File: src/rtl/dds_wg_pkg.sv
// Shared definitions for the UART command decoder: FSM state encoding,
// default command bytes, the write-ACK byte and a saturating increment helper.
package dds_wg_pkg;

  typedef enum logic [2:0] {
    IDLE,
    ADDR,
    DATA,
    WRITE,
    READ,
    TX_WAIT
  } state_t;

  localparam logic [7:0] DEF_CMD_WR = 8'h57;  // 'W'
  localparam logic [7:0] DEF_CMD_RD = 8'h52;  // 'R'
  localparam logic [7:0] ACK_BYTE   = 8'h06;

  function automatic logic [7:0] sat_inc8(input logic [7:0] v);
    return (v == 8'hFF) ? v : v + 8'd1;
  endfunction

endpackage

File: src/rtl/uart_cmd_timeout.sv
// Inter-byte gap counter: counts enabled cycles since the last clear and
// flags expiry on the cycle the count reaches TIMEOUT_CYCLES-1.
module uart_cmd_timeout #(
  parameter int TIMEOUT_CYCLES = 100000
) (
  input  logic clk,
  input  logic rst,
  input  logic i_clear,
  input  logic i_enable,
  output logic o_expire
);

  localparam int CNT_W = (TIMEOUT_CYCLES > 1) ? $clog2(TIMEOUT_CYCLES) : 1;
  localparam logic [CNT_W-1:0] LAST = CNT_W'(TIMEOUT_CYCLES - 1);

  logic [CNT_W-1:0] r_cnt;

  // Holds at LAST rather than wrapping; the decoder leaves ADDR/DATA on expiry anyway.
  always_ff @(posedge clk or posedge rst) begin
    if (rst) begin
      r_cnt <= '0;
    end else if (i_clear) begin
      r_cnt <= '0;
    end else if (i_enable && (r_cnt != LAST)) begin
      r_cnt <= r_cnt + CNT_W'(1);
    end
  end

  assign o_expire = i_enable && (r_cnt == LAST);

endmodule

File: src/rtl/uart_cmd_decoder.sv
// UART byte-stream command decoder: "W addr data" writes, "R addr" reads and
// returns the register byte. Define UART_CMD_WR_ACK_EN to send an ACK after writes.
module uart_cmd_decoder
  import dds_wg_pkg::*;
#(
  parameter int          TIMEOUT_CYCLES = 100000,
  parameter logic [7:0]  CMD_WR         = DEF_CMD_WR,
  parameter logic [7:0]  CMD_RD         = DEF_CMD_RD
) (
  input  logic       clk,
  input  logic       rst,
  input  logic       rx_valid_i,
  input  logic [7:0] rx_data_i,
  output logic       rx_ready_o,
  output logic       tx_valid_o,
  output logic [7:0] tx_data_o,
  input  logic       tx_ready_i,
  output logic       reg_wr_o,
  output logic       reg_rd_o,
  output logic [7:0] reg_addr_o,
  output logic [7:0] reg_data_o,
  input  logic [7:0] reg_data_i,
  output logic [7:0] err_cnt_o
);

  state_t     r_state;
  state_t     w_state_next;
  logic       r_cmd_rd;
  logic [7:0] r_addr;
  logic [7:0] r_data;
  logic [7:0] r_tx_data;
  logic [7:0] r_err_cnt;

  logic       w_accept;
  logic       w_expire;
  logic       w_gap_clear;
  logic       w_gap_en;
  logic       w_err_inc;
  logic       w_is_cmd;

  assign w_accept    = rx_valid_i && rx_ready_o;
  assign w_is_cmd    = (rx_data_i == CMD_WR) || (rx_data_i == CMD_RD);
  assign w_gap_en    = (r_state == ADDR) || (r_state == DATA);
  assign w_gap_clear = w_accept || (r_state == IDLE);

  uart_cmd_timeout #(
    .TIMEOUT_CYCLES(TIMEOUT_CYCLES)
  ) u_gap (
    .clk      (clk),
    .rst      (rst),
    .i_clear  (w_gap_clear),
    .i_enable (w_gap_en),
    .o_expire (w_expire)
  );

  always_ff @(posedge clk or posedge rst) begin
    if (rst) begin
      r_state <= IDLE;
    end else begin
      r_state <= w_state_next;
    end
  end

  // An accepted byte is checked before expiry so a late-but-in-time byte keeps the frame.
  always_comb begin
    w_state_next = r_state;
    w_err_inc    = 1'b0;
    rx_ready_o   = 1'b0;
    reg_wr_o     = 1'b0;
    reg_rd_o     = 1'b0;
    tx_valid_o   = 1'b0;
    case (r_state)
      IDLE: begin
        rx_ready_o = 1'b1;
        if (w_accept) begin
          if (w_is_cmd) begin
            w_state_next = ADDR;
          end else begin
            w_err_inc = 1'b1;
          end
        end
      end
      ADDR: begin
        rx_ready_o = 1'b1;
        if (w_accept) begin
          w_state_next = r_cmd_rd ? READ : DATA;
        end else if (w_expire) begin
          w_state_next = IDLE;
          w_err_inc    = 1'b1;
        end
      end
      DATA: begin
        rx_ready_o = 1'b1;
        if (w_accept) begin
          w_state_next = WRITE;
        end else if (w_expire) begin
          w_state_next = IDLE;
          w_err_inc    = 1'b1;
        end
      end
      WRITE: begin
        reg_wr_o = 1'b1;
`ifdef UART_CMD_WR_ACK_EN
        w_state_next = TX_WAIT;
`else
        w_state_next = IDLE;
`endif
      end
      READ: begin
        reg_rd_o     = 1'b1;
        w_state_next = TX_WAIT;
      end
      TX_WAIT: begin
        tx_valid_o = 1'b1;
        if (tx_ready_i) begin
          w_state_next = IDLE;
        end
      end
      default: begin
        w_state_next = IDLE;
      end
    endcase
  end

  always_ff @(posedge clk or posedge rst) begin
    if (rst) begin
      r_cmd_rd  <= 1'b0;
      r_addr    <= 8'h00;
      r_data    <= 8'h00;
      r_tx_data <= 8'h00;
      r_err_cnt <= 8'h00;
    end else begin
      if ((r_state == IDLE) && w_accept && w_is_cmd) begin
        r_cmd_rd <= (rx_data_i == CMD_RD);
      end
      if ((r_state == ADDR) && w_accept) begin
        r_addr <= rx_data_i;
      end
      if ((r_state == DATA) && w_accept) begin
        r_data <= rx_data_i;
      end
      if (r_state == READ) begin
        r_tx_data <= reg_data_i;
      end
`ifdef UART_CMD_WR_ACK_EN
      if (r_state == WRITE) begin
        r_tx_data <= ACK_BYTE;
      end
`endif
      if (w_err_inc) begin
        r_err_cnt <= sat_inc8(r_err_cnt);
      end
    end
  end

  assign reg_addr_o = r_addr;
  assign reg_data_o = r_data;
  assign tx_data_o  = r_tx_data;
  assign err_cnt_o  = r_err_cnt;

endmodule

File: config.mk
export PLATFORM = sky130hd
export DESIGN_NAME = uart_cmd_decoder
export DESIGN_NICKNAME = d
export VERILOG_FILES = /design/src/rtl/dds_wg_pkg.sv /design/src/rtl/uart_cmd_timeout.sv /design/src/rtl/uart_cmd_decoder.sv
export SDC_FILE = /design/constraint.sdc
export NUM_CORES = 1
export LEC_CHECK = 0
export ABC_AREA = 1
export CORE_UTILIZATION = 51
export DETAILED_ROUTE_END_ITERATION = 10
export PLACE_DENSITY = 0.79
export SLEW_MARGIN = 20
export SYNTH_ARGS = -nofsm -noshare
export SYNTH_HDL_FRONTEND = slang
export SYNTH_SLANG_ARGS = --single-unit
File: constraint.sdc
create_clock -name clk -period 1.9 [get_ports clk]
set_input_delay 0.38 -clock clk [delete_from_list [all_inputs] [get_ports clk]]
set_output_delay 0.38 -clock clk [all_outputs]
set_load 0.005 [all_outputs]
Yosys cells after proc, flatten, opt, wreduce, memory -nomap -nowiden --
Index checks and enable logic that the tools add are counted.
Storage, ports and cells: flip-flop bits (word level) 53, output and inout bits 36, logic and storage cells 58
Cells by class: add/subtract/negate cells 2, eq/ne operators 13, muxes and demuxes 19, bitwise operators 1, reduce and logical (&&, ||, !) cells 16
Operators with widths (number):
- $mux 17 | 2
- $mux 3 | 7
- $add 17x1->17 const B | 1
- $eq 17x17->1 const B | 1
- $ne 17x17->1 const B | 1
- $eq 8x7->1 const B | 2
- $pmux 3 s5 | 1
- $add 8x1->8 const B | 1
- $eq 8x8->1 const B | 1
- $mux 1 | 8
- $logic_and 1x1->1 | 7
- $eq 3x2->1 const B | 2
- $eq 3x3->1 const B | 2
- $ne 2x2->1 const B | 3
- $eq 3x1->1 const B | 1
- $logic_not 3->1 | 1
- $logic_or 1x1->1 | 3
- $reduce_and 3->1 | 1
- $reduce_or 3->1 | 1
- $pmux 1 s2 | 1
- $reduce_and 2->1 | 1
- $reduce_bool 2->1 | 1
- $reduce_or 2->1 | 1
- $not 1->1 | 1

Longest topological paths before layout --
depth in word-level cells 7, gate-level depth with buffers 10, depth with buffers taken out 10

Modules after synthesis --
From an unflattened synthesis, not the netlist that was laid out.
Second synthesis, totals: cell total of the unflattened synthesis 377, area total of the unflattened synthesis 2851.5 um^2
By module, submodules not included:
- uart_cmd_decoder | instances 1, cells each 202, area an instance 1665.3 um^2
- uart_cmd_timeout | instances 1, cells each 175, area an instance 1186.1 um^2

Worst setup path before layout --
OpenSTA, ideal clock, no wires.
kind register to register, start point register u_gap.r_cnt[0], end point register r_err_cnt[4], in the netlist err_cnt_o[4], setup time 0.119 ns, arrival 1.507 ns, data required time 1.781 ns, path slack 0.274 ns, cell stages (with the launch flop) 11, path buffers 0, cells stage by stage dfrtp_1 -> ha_1 -> inv_2 -> nor2_4 -> nand3_2 -> nor2_4 -> nand2_1 -> nand2_2 -> nand2_4 -> nand2_1 -> nand2_1
Between the ends: cells in the longest elaborated chain, start to end 6
RTL lines:
- start, declared | RTL line uart_cmd_timeout.sv:16 | logic [CNT_W-1:0] r_cnt;
- start signal, assigned | RTL line uart_cmd_timeout.sv:25 | r_cnt <= r_cnt + CNT_W'(1);
- $eq 17x17->1 | RTL line uart_cmd_timeout.sv:29 | assign o_expire = i_enable && (r_cnt == LAST);
- $logic_and 1x1->1 | RTL line uart_cmd_timeout.sv:29
- $mux 1 | RTL line uart_cmd_decoder.sv:87, uart_cmd_decoder.sv:96
- $mux 1 | RTL line uart_cmd_decoder.sv:94 | if (w_accept) begin
- $pmux 1 s2 | RTL line uart_cmd_decoder.sv:72 | case (r_state)
- $reduce_and 2->1 (no line)
- end signal, assigned | RTL line uart_cmd_decoder.sv:151 | r_err_cnt <= sat_inc8(r_err_cnt);
- end, declared | RTL line uart_cmd_decoder.sv:32 | logic [7:0] r_err_cnt;
No other way between the ends. A chain may end at the register's enable or synchronous reset.

Worst setup path after layout --
start point register r_state[1], end point output reg_rd_o
Between the ends: cells in the longest elaborated chain, start to end 2
RTL lines:
- start, declared | RTL line uart_cmd_decoder.sv:26 | state_t r_state;
- start signal, assigned | RTL line uart_cmd_decoder.sv:60 | r_state <= w_state_next;
- $eq 3x3->1 | RTL line uart_cmd_decoder.sv:72
- $mux 1 | RTL line uart_cmd_decoder.sv:72
- end, declared | RTL line uart_cmd_decoder.sv:19 | output logic reg_rd_o,
No other way between the ends.

==> metrics.txt <==
# TYPE chip_impl_metric gauge
chip_impl_info{name="status",value="finished clean"} 1
chip_impl_info{name="worst_hold_path_type",value="input pin to async pin"} 1
chip_impl_metric{name="yosysSeqAreaShare",unit="%"} 47.4
chip_impl_info{name="layout_commonest_cell",value="nand2_1"} 1
chip_impl_metric{name="placementRows",unit=""} 26
chip_impl_metric{name="cts_max_path_buffers",unit=""} 2
chip_impl_metric{name="gr-usage-all-layers",unit="%"} 22.5
chip_impl_metric{name="placement.setup.worst_slack",unit="ns"} 0.0113
chip_impl_metric{name="core_area",unit="sq mm"} 0.00520
chip_impl_metric{name="finalCritPeriodShare",unit="%"} 93.1
chip_impl_metric{name="crit_fanout",unit=""} 4
chip_impl_metric{name="number_of_violations_of_the_max_capacitance_limit",unit=""} 0
chip_impl_info{name="crit_path_end_kind",value="output port"} 1
chip_impl_metric{name="relSlewSlack",unit="%"} 66.3
chip_impl_metric{name="required_time_worst_endpoint",unit="ns"} 1.52
chip_impl_metric{name="port_buffers",unit=""} 55
chip_impl_metric{name="highest_attainable_clock_frequency",unit="MHz"} 565
chip_impl_info{name="critical_path.cell_chain",value="buf_4 > nor2_1 > inv_1 > nor2_2 > clkbuf_2"} 1
chip_impl_metric{name="postSynthRegisterBits",unit=""} 53
chip_impl_metric{name="clk_transition_reported_paths",unit="ns"} 0.10
chip_impl_metric{name="n_antenna_cell",unit=""} 0
chip_impl_metric{name="stdcell_count",unit=""} 503
chip_impl_metric{name="first_iter_violations",unit=""} 109
chip_impl_metric{name="ys.warnings.count",unit=""} 0
chip_impl_metric{name="timing.final.max_slew_violations",unit=""} 0
chip_impl_metric{name="cts-htree-levels",unit=""} 2
chip_impl_metric{name="dp.final_hpwl",unit="mm"} 4.14
chip_impl_metric{name="synth.lib_cells_used.distinct",unit=""} 29
chip_impl_metric{name="total_die_area",unit="sq mm"} 0.00579
chip_impl_metric{name="synthCells",unit=""} 368
chip_impl_metric{name="power_leakage",unit="nW"} 1.82
chip_impl_metric{name="routedWlPerCell",unit="um"} 11.7
chip_impl_info{name="crit_family",value="flip-flops"} 1
chip_impl_metric{name="post_layout_nets",unit=""} 454
chip_impl_metric{name="area_growth_syn_to_layout",unit="%"} 28.5
chip_impl_info{name="crit_slowest_cell",value="dfrtp_2"} 1
chip_impl_metric{name="groute.layer.met2.usage",unit="%"} 37.1
chip_impl_metric{name="worstPathBufferInverterCount",unit=""} 3
chip_impl_info{name="tritoncts_clock_tree",value="yes"} 1
chip_impl_info{name="rsz0062_at_grt",value="no"} 1
chip_impl_metric{name="die_x",unit="um"} 76.1
chip_impl_metric{name="synth_area_per_cell",unit="sq um"} 7.61
chip_impl_metric{name="setup_total_negative_slack",unit="ns"} 0
chip_impl_metric{name="totalWireLength",unit="mm"} 5.90
chip_impl_metric{name="vdd_drop_max",unit="mV"} 0.682
chip_impl_metric{name="detail_route.vias_per_cell",unit=""} 5.06
chip_impl_info{name="worstSetupStartpointType",value="flip-flop"} 1
chip_impl_metric{name="numPlacedInstances",unit=""} 494
chip_impl_metric{name="cts-buffers-inserted",unit=""} 5
chip_impl_metric{name="synth_nets",unit=""} 390
chip_impl_metric{name="gr-usage-met3",unit="%"} 6.35
chip_impl_metric{name="power_density",unit="mW/mm^2"} 1180
chip_impl_metric{name="insertion_delay",unit="ns"} 0.31
chip_impl_metric{name="drtAntennaViolNets",unit=""} 0
chip_impl_metric{name="crit_arrival",unit="ns"} 1.39
chip_impl_info{name="layout.cells.most_common_list",value="nand2_1 (146), dfrtp_1 (52), clkdlybuf4s50_1 (51)"} 1
chip_impl_metric{name="syn-cell-area",unit="sq mm"} 0.00280
chip_impl_metric{name="global_route.overflow_total",unit=""} 0
chip_impl_metric{name="finClkSkew",unit="ns"} 0.00361
chip_impl_metric{name="drc_errors_left",unit=""} 0
chip_impl_metric{name="initial_core_util",unit="%"} 53.8
chip_impl_metric{name="ctsHoldBuffers",unit=""} 0
chip_impl_metric{name="drive_gt1_share",unit="%"} 7.85
chip_impl_info{name="global_route.peak_usage_layer",value="met2"} 1
chip_impl_metric{name="via_count",unit=""} 2545
chip_impl_metric{name="die_y",unit="um"} 76.1
chip_impl_metric{name="post-route-worst-setup-slack",unit="ns"} 0.131
chip_impl_metric{name="maximum_number_of_pins_on_one_net_before_global_route_repair",unit=""} 54
chip_impl_metric{name="boundaryPins",unit=""} 56
chip_impl_metric{name="slowest_delay",unit="ns"} 0.46
chip_impl_info{name="clock-root-buffer",value="clkbuf_8"} 1
chip_impl_metric{name="grt_first_pass_wirelength",unit="mm"} 10.7
chip_impl_metric{name="drt_pass1_iterations",unit=""} 5
chip_impl_metric{name="worst-slew-pin-transition",unit="ns"} 0.504
chip_impl_metric{name="numClockSinks",unit=""} 53
chip_impl_metric{name="grt.met1_usage",unit="%"} 29.8
chip_impl_info{name="setup.worst_path.class",value="flip-flop to output port"} 1
chip_impl_metric{name="antenna_found_initial",unit=""} 0
chip_impl_metric{name="total_power",unit="W"} 0.00423
chip_impl_metric{name="number_of_global_route_vias_before_repair",unit=""} 2457
chip_impl_metric{name="min_period",unit="ns"} 1.77
chip_impl_metric{name="final-setup-viol-count",unit=""} 0
chip_impl_metric{name="place.gp.congestion",unit=""} 0.875
chip_impl_metric{name="hold_violations",unit=""} 0
-- worst register-to-register path: cells and delay by family (launching register included) --
| family | cells | cell delay [ns] |
|---|---|---|
| simple gates | 6 | 0.93 |
| buf+inv | 2 | 0.24 |
| flops | 1 | 0.45 |
-- state kept, by name (all words and copies together) (netlist names) --
signal       count
err_cnt_o        8
r_cmd_rd         1
r_state          3
reg_addr_o       8
reg_data_o       8
tx_data_o        8
u_gap.r_cnt     17
-- cells by family (layout without fill, tap and decap cells) --
| family | count (synthesis) | after routing | share of synthesized area [%] |
|---|---|---|---|
| and+or+nand+nor | 234 | 234 | 36.9 |
| DFF | 53 | 53 | 47.4 |
| buffers and inverters | 43 | 108 | 6.21 |
| AOI/OAI and AO/OA | 20 | 20 | 3.66 |
| xor gates and xnor gates | 16 | 16 | 5.00 |
| adders and majority gates | 2 | 2 | 0.894 |
-- routing by layer --
metal | vias to the layer above | part of all wire (%)
met5 | - | 0
met4 | 0 | 0.73
met3 | 5 | 5.5
met2 | 68 | 46
met1 | 1184 | 48
li1 | 1288 | -
-- worst paths after layout --
check                              from         endpoint  slack, ns  depth (start not counted)
hold reg to reg            tx_data_o[6]     tx_data_o[6]       0.48                          2
max in group asynchronous           rst       r_state[1]       1.22                          3
min in group clk           tx_data_o[6]     tx_data_o[6]       0.48                          2
hold / removal                      rst   u_gap.r_cnt[0]       0.42                          3
setup reg to reg             r_state[2]  u_gap.r_cnt[10]       0.18                          8
setup / recovery             r_state[1]         reg_rd_o       0.13                          5
-- per-stage QoR --
step / util [%] / hold WS [ns] / cell area, sq um
final: 69.1 / 0.423 / 3600
after global routing: 69.1 / 0.472 / 3600
after CTS: 69.0 / 0.426 / 3590
after detailed placement: 66.6 / 0.459 / 3460
after global placement: 66.6 / 0.454 / 3460
after floorplan: - / 0.465 / 2800
-- layout make-up --
class / count / area (sq um)
fill: 440 / 1610
sequential: 53 / 1330
multi-input combinational: 272 / 1320
timing repair buffer: 62 / 611
inverter: 38 / 143
tap: 70 / 87.6
clock buffer: 5 / 68.8
clock inverter: 3 / 43.8
-- cell usage after synthesis (all sizes together) --
library cell	n	area, sq um
nand3b	3	22.5
o21ai	18	90.1
nand2	148	566
nand3	33	170
xnor2	4	35.0
a21oi	1	5.00
or2	1	6.26
ha	2	25.0
clkinv	1	3.75
dfrtp	53	1330
nor3	3	15.0
inv	37	139
nor2	35	183
clkbuf	2	7.51
nand4	9	56.3
xor2	12	105
buf	3	23.8
o211ai	1	7.51
nor3b	1	7.51
nor4	1	6.26
-- what timing repair did --
item | CTS | global route
pin swaps | 0 | 1
setup endpoints to repair | 4 | 2
buffers inserted | 1 | 0
gates resized for setup | 5 | 5
endpoints found under the hold margin | 0 | 0
-- power breakdown --
group / internal, W / switching (W)
clock network: 0.000395 / 0.000387
logic: 0.000870 / 0.000901
registers: 0.00144 / 0.000238
Note: power is estimated with default switching activity, not from simulation.
